## src/rtl/full_row_scanner_pkg.sv

```systemverilog
`default_nettype none
// ============================================================================
// Module      : full_row_scanner_pkg
// Description : Board geometry, RAM widths and scanner state encoding.
// Revision    : 1.0  initial release
// ============================================================================
package full_row_scanner_pkg;

    localparam int BOARD_W  = 10;
    localparam int BOARD_H  = 24;
    localparam int CELLS    = BOARD_W * BOARD_H;
    localparam int ADDR_W   = 8;
    localparam int DATA_W   = 6;
    localparam int ROW_W    = 5;
    localparam int COL_W    = 4;
    localparam int ROWS_MAX = 24;

    typedef enum logic [1:0] {
        ST_IDLE  = 2'd0,
        ST_READ  = 2'd1,
        ST_DRAIN = 2'd2,
        ST_DONE  = 2'd3
    } state_t;

endpackage
`default_nettype wire

```

## src/rtl/board_scan_addr.sv

```systemverilog
`default_nettype none
// ============================================================================
// Module      : board_scan_addr
// Description : Row/column counter pair that walks the board RAM linearly.
// Revision    : 1.0  initial release
// ============================================================================
module board_scan_addr
    import full_row_scanner_pkg::*;
#(
    parameter int BOARD_W = 10,
    parameter int BOARD_H = 24
) (
    input  logic              clk,
    input  logic              resetn,
    input  logic              clr,
    input  logic              step,
    output logic [ADDR_W-1:0] ram_addr,
    output logic [ROW_W-1:0]  row,
    output logic [COL_W-1:0]  col,
    output logic              last
);

    localparam logic [ADDR_W-1:0] c_penult  = ADDR_W'(BOARD_W * BOARD_H - 2);
    localparam logic [COL_W-1:0]  c_col_end = COL_W'(BOARD_W - 1);

    logic [ADDR_W-1:0] r_addr;
    logic [ROW_W-1:0]  r_row;
    logic [COL_W-1:0]  r_col;

    always_ff @(posedge clk or negedge resetn) begin
        if (!resetn) begin
            r_addr <= '0;
            r_row  <= '0;
            r_col  <= '0;
        end else if (clr) begin
            r_addr <= '0;
            r_row  <= '0;
            r_col  <= '0;
        end else if (step) begin
            r_addr <= r_addr + ADDR_W'(1);
            if (r_col == c_col_end) begin
                r_col <= '0;
                r_row <= r_row + ROW_W'(1);
            end else begin
                r_col <= r_col + COL_W'(1);
            end
        end
    end

    // Flags the step that lands on the final cell, so the caller can change
    // state on the same edge that issues the last address.
    assign last     = (r_addr == c_penult);
    assign ram_addr = r_addr;
    assign row      = r_row;
    assign col      = r_col;

endmodule
`default_nettype wire

```

## src/rtl/full_row_scanner.sv

```systemverilog
`default_nettype none
// ============================================================================
// Module      : full_row_scanner
// Description : Scans the board RAM once per request and reports full rows,
//               their count and the topmost occupied row.
// Revision    : 1.0  initial release
// ============================================================================
module full_row_scanner #(
    parameter int BOARD_W = full_row_scanner_pkg::BOARD_W,
    parameter int BOARD_H = full_row_scanner_pkg::BOARD_H
) (
    input  logic                                      clk,
    input  logic                                      resetn,
    input  logic                                      enable,
    output logic [full_row_scanner_pkg::ADDR_W-1:0]   ram_addr,
    output logic                                      wren,
    input  logic [full_row_scanner_pkg::DATA_W-1:0]   ram_q,
    output logic                                      busy,
    output logic                                      complete,
    output logic [full_row_scanner_pkg::ROWS_MAX-1:0] full_rows,
    output logic [4:0]                                full_count,
    output logic [4:0]                                top_row
);
    import full_row_scanner_pkg::*;

    localparam logic [ROW_W-1:0] c_top_none = ROW_W'(BOARD_H);
    localparam logic [COL_W-1:0] c_col_end  = COL_W'(BOARD_W - 1);

    state_t              r_state;
    logic                r_busy;
    logic                r_complete;
    logic                r_issue;
    logic                r_t_vld;
    logic [ROW_W-1:0]    r_t_row;
    logic [COL_W-1:0]    r_t_col;
    logic                r_acc;
    logic [ROWS_MAX-1:0] r_rows;
    logic [4:0]          r_cnt;
    logic [ROW_W-1:0]    r_top;
    logic [ROWS_MAX-1:0] r_full_rows;
    logic [4:0]          r_full_count;
    logic [ROW_W-1:0]    r_top_row;

    logic [ROW_W-1:0]    w_row;
    logic [COL_W-1:0]    w_col;
    logic                w_last;
    logic                w_abort;
    logic                w_clr;
    logic                w_step;
    logic                w_occ;
    logic                w_acc;

    assign w_abort = !enable && (r_state == ST_READ || r_state == ST_DRAIN);
    assign w_clr   = (r_state == ST_IDLE) || w_abort;
    assign w_step  = (r_state == ST_READ) && enable;
    assign w_occ   = (ram_q != '0);
    assign w_acc   = (r_t_col == '0) ? w_occ : (r_acc & w_occ);

    board_scan_addr #(
        .BOARD_W (BOARD_W),
        .BOARD_H (BOARD_H)
    ) u_addr (
        .clk      (clk),
        .resetn   (resetn),
        .clr      (w_clr),
        .step     (w_step),
        .ram_addr (ram_addr),
        .row      (w_row),
        .col      (w_col),
        .last     (w_last)
    );

    always_ff @(posedge clk or negedge resetn) begin
        if (!resetn) begin
            r_state      <= ST_IDLE;
            r_busy       <= 1'b0;
            r_complete   <= 1'b0;
            r_issue      <= 1'b0;
            r_t_vld      <= 1'b0;
            r_t_row      <= '0;
            r_t_col      <= '0;
            r_acc        <= 1'b0;
            r_rows       <= '0;
            r_cnt        <= '0;
            r_top        <= c_top_none;
            r_full_rows  <= '0;
            r_full_count <= '0;
            r_top_row    <= c_top_none;
        end else begin
            // Tag travels one edge behind the address so it meets its data.
            r_t_vld <= r_issue;
            r_t_row <= w_row;
            r_t_col <= w_col;

            if (r_t_vld) begin
                r_acc <= w_acc;
                if (r_t_col == c_col_end) begin
                    r_rows[r_t_row] <= w_acc;
                    if (w_acc && r_cnt != 5'h1F) begin
                        r_cnt <= r_cnt + 5'd1;
                    end
                end
                if (w_occ && r_top == c_top_none) begin
                    r_top <= r_t_row;
                end
            end

            case (r_state)
                ST_IDLE: begin
                    if (enable) begin
                        r_state <= ST_READ;
                        r_busy  <= 1'b1;
                        r_issue <= 1'b1;
                        r_acc   <= 1'b0;
                        r_rows  <= '0;
                        r_cnt   <= '0;
                        r_top   <= c_top_none;
                    end
                end
                ST_READ, ST_DRAIN: begin
                    if (w_abort) begin
                        r_state <= ST_IDLE;
                        r_busy  <= 1'b0;
                        r_issue <= 1'b0;
                        r_t_vld <= 1'b0;
                    end else if (r_state == ST_READ) begin
                        if (w_last) begin
                            r_state <= ST_DRAIN;
                        end
                    end else begin
                        r_issue <= 1'b0;
                        if (!r_issue && !r_t_vld) begin
                            r_state      <= ST_DONE;
                            r_busy       <= 1'b0;
                            r_complete   <= 1'b1;
                            r_full_rows  <= r_rows;
                            r_full_count <= r_cnt;
                            r_top_row    <= r_top;
                        end
                    end
                end
                ST_DONE: begin
                    if (!enable) begin
                        r_state    <= ST_IDLE;
                        r_complete <= 1'b0;
                    end
                end
                default: begin
                    r_state <= ST_IDLE;
                    r_busy  <= 1'b0;
                end
            endcase
        end
    end

    assign wren       = 1'b0;
    assign busy       = r_busy;
    assign complete   = r_complete;
    assign full_rows  = r_full_rows;
    assign full_count = r_full_count;
    assign top_row    = r_top_row;

endmodule
`default_nettype wire
```

## config.mk

```make
export PLATFORM = sky130hd
export DESIGN_NAME = full_row_scanner
export DESIGN_NICKNAME = d
export VERILOG_FILES = /design/src/rtl/full_row_scanner_pkg.sv /design/src/rtl/board_scan_addr.sv /design/src/rtl/full_row_scanner.sv
export SDC_FILE = /design/constraint.sdc
export NUM_CORES = 1
export LEC_CHECK = 0
export BUFFER_PORTS_ARGS = -buffer_cell sky130_fd_sc_hd__buf_2
export CAP_MARGIN = 20
export CORE_MARGIN = 2
export CORE_UTILIZATION = 50
export CTS_BUF_LIST = sky130_fd_sc_hd__clkbuf_2 sky130_fd_sc_hd__clkbuf_4 sky130_fd_sc_hd__clkbuf_8
export DETAILED_ROUTE_END_ITERATION = 12
export PLACE_DENSITY = 0.7
export SYNTH_ARGS = -nofsm -noshare
export SYNTH_HDL_FRONTEND = slang
export SYNTH_SLANG_ARGS = --single-unit
```

## constraint.sdc

```tcl
create_clock -name clk -period 6.25 [get_ports clk]
set_clock_uncertainty 0.1 [all_clocks]
set_input_delay 0.9375 -clock clk [delete_from_list [all_inputs] [get_ports clk]]
set_output_delay 0.9375 -clock clk [all_outputs]
set_load 0.05 [all_outputs]
```

==> report_table.html, run 1 <==
<table>
<tr><th>Metric</th><th>Value</th></tr>
<tr><th colspan="2">Routing</th></tr>
<tr><td>Via density per instance</td><td>5.651</td></tr>
<tr><td>Wire per inst</td><td>15.61 um</td></tr>
<tr><td>Number of iterations in the first detailed-routing pass</td><td>4</td></tr>
<tr><td>Number of antenna-violating nets in the routed design</td><td>0</td></tr>
<tr><td>Routed WL</td><td>8915 um</td></tr>
<tr><td>Iter 0 DRT Violations</td><td>142</td></tr>
<tr><td>DR vias</td><td>3,227</td></tr>
<tr><td>DRC viols</td><td>0</td></tr>
<tr><th colspan="2">STA</th></tr>
<tr><td>Final Setup Violations</td><td>0</td></tr>
<tr><td>Worst-margin pin slew</td><td>751.0 ps</td></tr>
<tr><td>Fmax achieved</td><td>0.4387 GHz</td></tr>
<tr><td>Time the worst path needs with I/O delays and setup</td><td>2280 ps</td></tr>
<tr><td>Final Max Tran Viols</td><td>0</td></tr>
<tr><td>Setup_tns</td><td>0 ps</td></tr>
<tr><td>Remaining max-slew budget at the tightest pin</td><td>49.52%</td></tr>
<tr><td>Final worst slack</td><td>3971 ps</td></tr>
<tr><td>Final critical-path share of the clock period</td><td>36.47%</td></tr>
<tr><td>Final hold viol count</td><td>0</td></tr>
<tr><td>Setup repair after global routing missed its margin</td><td>no</td></tr>
<tr><th colspan="2">Synthesis</th></tr>
<tr><td>Ys flop type</td><td>sky130_fd_sc_hd__dfrtp_1</td></tr>
<tr><td>Instance count of the mapped netlist</td><td>410</td></tr>
<tr><td>Average cell area after synthesis</td><td>11.09 um2</td></tr>
<tr><td>Synth warn</td><td>0</td></tr>
<tr><td>Fraction of synthesis flops using an asynchronous set or reset pin</td><td>100.0%</td></tr>
<tr><td>Flip-flop and latch count after synthesis</td><td>101</td></tr>
<tr><td>Sequential cell area fraction in the yosys report</td><td>55.68%</td></tr>
<tr><td>Total nets after synthesis</td><td>429</td></tr>
<tr><td>Synth unique cells</td><td>50</td></tr>
<tr><td>Cell area after synthesis</td><td>4548 um2</td></tr>
<tr><td>Count of flip-flops with a built-in enable after synthesis</td><td>0</td></tr>
<tr><th colspan="2">Run</th></tr>
<tr><td>Max-cap violations</td><td>0</td></tr>
<tr><th colspan="2">Pwr</th></tr>
<tr><td>Power density cells</td><td>339.9 nW/um2</td></tr>
<tr><td>Net switching share of the total power</td><td>35.61%</td></tr>
<tr><td>Internal Dissipation</td><td>1120 uW</td></tr>
<tr><td>Sequential share of power</td><td>44.5%</td></tr>
<tr><td>Relative contribution of the clock network to total power</td><td>26.2%</td></tr>
<tr><td>Leakage power total</td><td>0.002553 uW</td></tr>
<tr><td>Power spent charging and discharging nets</td><td>619.1 uW</td></tr>
<tr><td>Combinational share of power</td><td>29.3%</td></tr>
<tr><td>Maximum vdd drop</td><td>157.2 uV</td></tr>
<tr><th colspan="2">Min path</th></tr>
<tr><td>Worst min-delay path category</td><td>flop to flop</td></tr>
<tr><td>Number of instances on the worst hold path</td><td>0</td></tr>
<tr><th colspan="2">Outcome</th></tr>
<tr><td>Run status</td><td>completed</td></tr>
<tr><th colspan="2">Final layout</th></tr>
<tr><td>Final-layout fill cell count</td><td>735</td></tr>
<tr><td>Antenna fix cells</td><td>0</td></tr>
<tr><td>Area growth from synthesis to layout</td><td>12.46%</td></tr>
<tr><td>Most common cell after layout, fill and taps aside</td><td>sky130_fd_sc_hd__dfrtp_1</td></tr>
<tr><td>Layout Nets</td><td>477</td></tr>
<tr><td>Fraction of final layout cells sized beyond drive strength 1</td><td>18.36%</td></tr>
<tr><td>Most frequent cells in the layout</td><td>sky130_fd_sc_hd__dfrtp_1, sky130_fd_sc_hd__buf_2, sky130_fd_sc_hd__a21oi_1, sky130_fd_sc_hd__mux2_1, sky130_fd_sc_hd__nor2_1</td></tr>
<tr><td>Fin cells</td><td>571</td></tr>
<tr><th colspan="2">Placement</th></tr>
<tr><td>Port bufs</td><td>52</td></tr>
<tr><td>Final HPWL DP</td><td>6009 um</td></tr>
<tr><td>Cell total after placement</td><td>554</td></tr>
<tr><td>Post-placement setup slack</td><td>3610 ps</td></tr>
<tr><td>Weighted congestion at the end of routability-driven global placement</td><td>0.7966</td></tr>
<tr><th colspan="2">Global routing</th></tr>
<tr><td>Number of global-route vias before repair</td><td>3,151</td></tr>
<tr><td>Number of antenna violations at the first check in global routing</td><td>0</td></tr>
<tr><td>Total global-route track usage</td><td>19.43%</td></tr>
<tr><td>Largest net degree at the start of global routing</td><td>54</td></tr>
<tr><td>Global-route wire length before repair</td><td>15,250 um</td></tr>
<tr><td>Grt ovf</td><td>0</td></tr>
<tr><th colspan="2">CTS</th></tr>
<tr><td>Clock-pin slew of the registers on the worst-case setup and hold paths</td><td>90 ps</td></tr>
<tr><td>Num Clock Sinks</td><td>101</td></tr>
<tr><td>CTS H-tree depth</td><td>3</td></tr>
<tr><td>Post-cts hold buffer count</td><td>0</td></tr>
<tr><td>Post-CTS sizing</td><td>0</td></tr>
<tr><td>Total CTS buffers</td><td>9</td></tr>
<tr><td>Cell chosen for the clock root</td><td>sky130_fd_sc_hd__clkbuf_8</td></tr>
<tr><td>Clock latency of the later-clocked register in the worst-skew pair</td><td>360 ps</td></tr>
<tr><td>TritonCTS clock tree</td><td>done</td></tr>
<tr><td>Number of buffers inserted by post-CTS setup repair</td><td>0</td></tr>
<tr><td>Clock buffer depth</td><td>2</td></tr>
<tr><th colspan="2">Floorplan</th></tr>
<tr><td>Overall die area</td><td>9875 um2</td></tr>
<tr><td>Number of primary I/O pins</td><td>54</td></tr>
<tr><td>Starting Density</td><td>51.90%</td></tr>
<tr><td>X dimension of the die</td><td>99.38 um</td></tr>
<tr><td>Row Count</td><td>34</td></tr>
<tr><td>Core region area</td><td>8763 um2</td></tr>
<tr><td>Die Height</td><td>99.38 um</td></tr>
<tr><th colspan="2">Worst setup path</th></tr>
<tr><td>Most used cell along the critical path</td><td>sky130_fd_sc_hd__ha_1</td></tr>
<tr><td>Type of the worst setup path</td><td>flop to flop</td></tr>
<tr><td>Type of element capturing the critical path</td><td>flop</td></tr>
<tr><td>Cell type of the slowest stage on the worst timing path</td><td>sky130_fd_sc_hd__nor4_2</td></tr>
<tr><td>Data arrival time of the worst path</td><td>2440 ps</td></tr>
<tr><td>Worst EP required</td><td>6410 ps</td></tr>
<tr><td>CP Max Fanout</td><td>8</td></tr>
<tr><td>Cell count of the worst reg-to-reg path</td><td>6</td></tr>
<tr><td>Stage delay of the slowest cell on the critical path</td><td>600 ps</td></tr>
<tr><td>CP Launch Type</td><td>flop</td></tr>
<tr><td>Ordered list of cells on the worst path</td><td>ha_1, and3_1, ha_1, nor4_2, a31oi_1, a41o_1</td></tr>
</table>
## area by class of cell
class,instances,area [um2],area share (%)
clock buffer,12,146.4,2.862
clock inverter,4,75.07,1.468
inverter,6,22.52,0.4403
multi-input combinational,284,1903,37.21
sequential,101,2532,49.51
tap,108,135.1,2.642
timing repair buffer,56,300.3,5.871
## routing by layer
layer / wire [um] / vias to the layer above / part of all wire [%] / GRT usage, %
met4: 51 / 0 / 0.57 / 8.219
met1: 4059 / 1610 / 46 / 25.45
met5: 0 / - / 0 / 0
li1: - / 1561 / - / -
met3: 288 / 5 / 3.2 / 3.162
met2: 4516 / 51 / 51 / 32.22
## logic make-up after synthesis
kind of cell	share of synthesized area, %
AO/OA/AOI/OAI	10.59
XOR/XNOR	1.926
adder cells (fa/ha/maj)	2.751
buffers and inverters	2.476
flip-flops	55.68
multiplexers	9.519
other	0.08245
AND/OR/NAND/NOR	16.97
## cell usage after synthesis (9+ instances only)
cell type,instances,share of area [%]
sky130_fd_sc_hd__o21ai_1,15,1.7
sky130_fd_sc_hd__dfrtp_1,97,53
sky130_fd_sc_hd__mux2_1,34,8.4
sky130_fd_sc_hd__nand2_1,24,2.0
sky130_fd_sc_hd__o21ai_0,18,2.0
sky130_fd_sc_hd__nor2_1,32,2.6
sky130_fd_sc_hd__a21oi_1,35,3.9
sky130_fd_sc_hd__ha_1,10,2.8
sky130_fd_sc_hd__buf_2,9,0.99
sky130_fd_sc_hd__nand3_1,31,3.4
## per-stage QoR
stage | hold slack [ps] | power [uW] | util (%) | instance area (um2)
2_1_floorplan | 271.8 | 1181 | - | 4548
3_3_place_gp | 297.7 | 1278 | 55.67 | 4878
3_5_place_dp | 305.6 | 1290 | 55.67 | 4878
4_1_cts | 325.6 | 1747 | 58.20 | 5100
5_1_grt | 338.4 | 1845 | 58.37 | 5115
6_report | 328.2 | 1739 | 58.37 | 5115
## final timing paths
| check | start | end | slack (ps) |
|---|---|---|---|
| min in group asynchronous | resetn | full_rows[13] | 480 |
| max reg2reg | r_cnt[0] | r_cnt[2] | 3970 |
| max | r_cnt[0] | r_cnt[2] | 3970 |
| min reg2reg | u_addr.row[3] | r_t_row[3] | 330 |
| max in group asynchronous | resetn | u_addr.col[0] | 4490 |
| min | u_addr.row[3] | r_t_row[3] | 330 |
## power by group through the flow
| stage | clock network, uW | registers (uW) | logic [uW] |
|---|---|---|---|
| after floorplan | 0 | 869 | 312 |
| after global placement | 0 | 784 | 494 |
| after detailed placement | 0 | 785 | 505 |
| after CTS | 467 | 772 | 507 |
| after global routing | 496 | 783 | 567 |
| final | 456 | 774 | 509 |
## worst max-delay path, delay by kind of cell (launching register included)
family                     cells  cell delay, ps
AOI/OAI and AO/OA              2             400
DFF                            1             440
and+or+nand+nor                2             790
adders and majority gates      2             460
No activity file was read; power rests on OpenSTA's default activity.
==> run 2: changes to the inputs <==
==> constraint.sdc (replaced) <==
create_clock -name clk -period 2.19 [get_ports clk]
set_clock_uncertainty 0.1 [all_clocks]
set_input_delay 0.3285 -clock clk [delete_from_list [all_inputs] [get_ports clk]]
set_output_delay 0.3285 -clock clk [all_outputs]
set_load 0.05 [all_outputs]
==> run 2 against run 1 <==
Non-clock buffer count rose by 9. Sequential share of layout area is 0.81 points lower. Final area is 1.7% higher. Wire length increased by 3.9%. Register-to-register slack worse by 3800 ps. Global-route usage grew 0.74 points. First-iteration DRC count fell by 1.4%. Critical path depth increased by 1. Worst setup slack got worse by 3800 ps. Sequential cell count stayed put. Largest cell class unchanged. Largest power group unchanged.
==> report_table.html, run 2 (synthesis gave the netlist of run 1 again) <==
<table>
<tr><th>Metric</th><th>Value</th></tr>
<tr><th colspan="2">Outcome</th></tr>
<tr><td>Run status</td><td>completed</td></tr>
<tr><th colspan="2">STA</th></tr>
<tr><td>Fmax achieved</td><td>0.4965 GHz</td></tr>
<tr><td>Final hold viol count</td><td>0</td></tr>
<tr><td>Worst slack on hold paths</td><td>248.6 ps</td></tr>
<tr><td>Setup_tns</td><td>0 ps</td></tr>
<tr><td>Setup repair after global routing missed its margin</td><td>no</td></tr>
<tr><td>Remaining max-slew budget at the tightest pin</td><td>59.79%</td></tr>
<tr><td>Final critical-path share of the clock period</td><td>91.96%</td></tr>
<tr><td>Final worst slack</td><td>176.0 ps</td></tr>
<tr><td>Worst-margin pin slew</td><td>601.0 ps</td></tr>
<tr><td>Time the worst path needs with I/O delays and setup</td><td>2014 ps</td></tr>
<tr><td>Final Max Tran Viols</td><td>0</td></tr>
<tr><td>Final Setup Violations</td><td>0</td></tr>
<tr><th colspan="2">Floorplan</th></tr>
<tr><td>X dimension of the die</td><td>99.38 um</td></tr>
<tr><td>Row Count</td><td>34</td></tr>
<tr><td>Die Height</td><td>99.38 um</td></tr>
<tr><td>Core region area</td><td>8763 um2</td></tr>
<tr><td>Starting Density</td><td>51.90%</td></tr>
<tr><td>Overall die area</td><td>9875 um2</td></tr>
<tr><td>Number of primary I/O pins</td><td>54</td></tr>
<tr><th colspan="2">CTS</th></tr>
<tr><td>CTS H-tree depth</td><td>3</td></tr>
<tr><td>Num Clock Sinks</td><td>101</td></tr>
<tr><td>Cell chosen for the clock root</td><td>sky130_fd_sc_hd__clkbuf_8</td></tr>
<tr><td>Number of buffers inserted by post-CTS setup repair</td><td>0</td></tr>
<tr><td>Total CTS buffers</td><td>9</td></tr>
<tr><td>Clock latency of the later-clocked register in the worst-skew pair</td><td>360 ps</td></tr>
<tr><td>Post-CTS sizing</td><td>0</td></tr>
<tr><td>TritonCTS clock tree</td><td>done</td></tr>
<tr><td>Clock-pin slew of the registers on the worst-case setup and hold paths</td><td>100 ps</td></tr>
<tr><td>Clock buffer depth</td><td>2</td></tr>
<tr><th colspan="2">Pwr</th></tr>
<tr><td>Net switching share of the total power</td><td>35.83%</td></tr>
<tr><td>Sequential share of power</td><td>44.6%</td></tr>
<tr><td>Internal Dissipation</td><td>3169 uW</td></tr>
<tr><td>Relative contribution of the clock network to total power</td><td>24.4%</td></tr>
<tr><td>Total power consumption of the routed design</td><td>4939 uW</td></tr>
<tr><td>Power spent charging and discharging nets</td><td>1770 uW</td></tr>
<tr><td>Maximum vdd drop</td><td>570.3 uV</td></tr>
<tr><td>Power density cells</td><td>949.8 nW/um2</td></tr>
<tr><td>Combinational share of power</td><td>30.9%</td></tr>
<tr><td>Leakage power total</td><td>0.002608 uW</td></tr>
<tr><th colspan="2">Worst setup path</th></tr>
<tr><td>Worst EP required</td><td>2330 ps</td></tr>
<tr><td>Critical Path Source</td><td>r_cnt[0]</td></tr>
<tr><td>Type of the worst setup path</td><td>flop to flop</td></tr>
<tr><td>Type of element capturing the critical path</td><td>flop</td></tr>
<tr><td>Dominant delay contributor by cell family on the critical path</td><td>adder cells</td></tr>
<tr><td>Beginning of the worst register-to-register path</td><td>r_cnt[0]</td></tr>
<tr><td>Data arrival time of the worst path</td><td>2150 ps</td></tr>
<tr><td>Most used cell along the critical path</td><td>sky130_fd_sc_hd__ha_1</td></tr>
<tr><td>Register-to-register path setup slack</td><td>180 ps</td></tr>
<tr><td>CP Buf/Inv Count</td><td>1</td></tr>
<tr><td>Cell type of the slowest stage on the worst timing path</td><td>sky130_fd_sc_hd__dfrtp_1</td></tr>
<tr><td>Stage delay of the slowest cell on the critical path</td><td>430 ps</td></tr>
<tr><td>Ordered list of cells on the worst path</td><td>ha_1, and3_1, ha_1, nor4_2, buf_4, a31oi_1, a41o_1</td></tr>
<tr><td>CP Launch Type</td><td>flop</td></tr>
<tr><td>CP Max Fanout</td><td>8</td></tr>
<tr><th colspan="2">Final layout</th></tr>
<tr><td>Most frequent cells in the layout</td><td>sky130_fd_sc_hd__dfrtp_1, sky130_fd_sc_hd__buf_2, sky130_fd_sc_hd__a21oi_1, sky130_fd_sc_hd__mux2_1, sky130_fd_sc_hd__nor2_1</td></tr>
<tr><td>Fraction of final layout cells sized beyond drive strength 1</td><td>19.70%</td></tr>
<tr><td>Antenna fix cells</td><td>0</td></tr>
<tr><td>Final-layout fill cell count</td><td>730</td></tr>
<tr><td>Layout Nets</td><td>486</td></tr>
<tr><td>Most common cell after layout, fill and taps aside</td><td>sky130_fd_sc_hd__dfrtp_1</td></tr>
<tr><td>Area growth from synthesis to layout</td><td>14.33%</td></tr>
<tr><th colspan="2">Placement</th></tr>
<tr><td>Port bufs</td><td>52</td></tr>
<tr><td>Final HPWL DP</td><td>6518 um</td></tr>
<tr><td>Weighted congestion at the end of routability-driven global placement</td><td>0.7947</td></tr>
<tr><td>Post-placement setup slack</td><td>199.7 ps</td></tr>
<tr><th colspan="2">Global routing</th></tr>
<tr><td>Total global-route track usage</td><td>20.17%</td></tr>
<tr><td>Global-route wire length before repair</td><td>15,890 um</td></tr>
<tr><td>Largest net degree at the start of global routing</td><td>57</td></tr>
<tr><td>Grt ovf</td><td>0</td></tr>
<tr><td>Number of global-route vias before repair</td><td>3,311</td></tr>
<tr><td>Number of antenna violations at the first check in global routing</td><td>0</td></tr>
<tr><th colspan="2">Routing</th></tr>
<tr><td>Iter 0 DRT Violations</td><td>140</td></tr>
<tr><td>Wire per inst</td><td>15.96 um</td></tr>
<tr><td>Routed WL</td><td>9259 um</td></tr>
<tr><td>DRC viols</td><td>0</td></tr>
<tr><td>DR vias</td><td>3,278</td></tr>
<tr><td>Via density per instance</td><td>5.652</td></tr>
<tr><td>Number of iterations in the first detailed-routing pass</td><td>4</td></tr>
<tr><td>Number of antenna-violating nets in the routed design</td><td>0</td></tr>
<tr><th colspan="2">Run</th></tr>
<tr><td>Max-cap violations</td><td>0</td></tr>
<tr><th colspan="2">Min path</th></tr>
<tr><td>Worst min-delay path category</td><td>input pin to flop</td></tr>
<tr><td>Hold wc startpoint</td><td>enable</td></tr>
</table>
-- run 2: cell types whose count changed in the layout (fill, tap and decap cells not counted) --
cell,previous run,this run
sky130_fd_sc_hd__clkbuf_4,3,1
sky130_fd_sc_hd__dlygate4sd3_1,0,1
sky130_fd_sc_hd__buf_12,0,3
sky130_fd_sc_hd__clkinvlp_4,2,1
sky130_fd_sc_hd__clkbuf_8,9,11
sky130_fd_sc_hd__clkinv_2,0,2
sky130_fd_sc_hd__buf_4,4,10
sky130_fd_sc_hd__buf_8,1,0
sky130_fd_sc_hd__bufinv_16,2,1
-- run 2: through the flow --
| stage | util, % | cell area (um2) | std cells |
|---|---|---|---|
| after global placement | 56.87 | 4984 | 563 |
| after detailed placement | 56.87 | 4984 | 563 |
| after CTS | 59.34 | 5200 | 580 |
| final | 59.34 | 5200 | 580 |
| after floorplan | - | 4548 | 410 |
| after global routing | 59.34 | 5200 | 580 |
-- run 2: worst reg2reg max path: cells and delay by family (launching register included) --
kind | cells | cell delay, ps
flops | 1 | 430
simple gates | 2 | 410
compound gates | 2 | 320
buf+inv | 1 | 190
fa+ha+maj | 2 | 450
-- run 2: what timing repair did --
action,in CTS,in global routing
hold endpoints to repair,14,0
hold buffers,1,0
setup endpoints to repair,0,0
-- run 2: power groups by stage --
stage                     registers, uW  clock network, uW  logic [uW]
after floorplan                    2480                  0         891
after global placement             2230                  0        1510
after detailed placement           2240                  0        1550
after global routing               2230               1320        1680
final                              2200               1210        1530
after CTS                          2200               1240        1560
-- run 2: path summary, 6_finish.rpt --
path / endpoint / cells after the start
setup reg to reg: r_cnt[2] / 7
hold / removal: complete / 3
hold reg to reg: r_t_row[4] / 0
max in group asynchronous: full_rows[5] / 3
min in group asynchronous: full_rows[16] / 2
setup / recovery: r_cnt[2] / 7
-- run 2: metal layers --
metal | part of all wire, % | global-route usage [%] | vias up
li1 | - | - | 1582
met1 | 44 | 25.63 | 1605
met2 | 51 | 34.88 | 70
met3 | 3.7 | 3.303 | 21
met4 | 2.2 | 7.482 | 0
met5 | 0 | 0 | -
-- run 2: area by class of cell --
class	count	area, um2	area share, %
clock buffer	12	158.9	3.056
clock inverter	4	47.55	0.9143
inverter	6	22.52	0.4331
multi-input combinational	284	1903	36.60
sequential	101	2532	48.70
tap	108	135.1	2.599
timing repair buffer	65	400.4	7.700
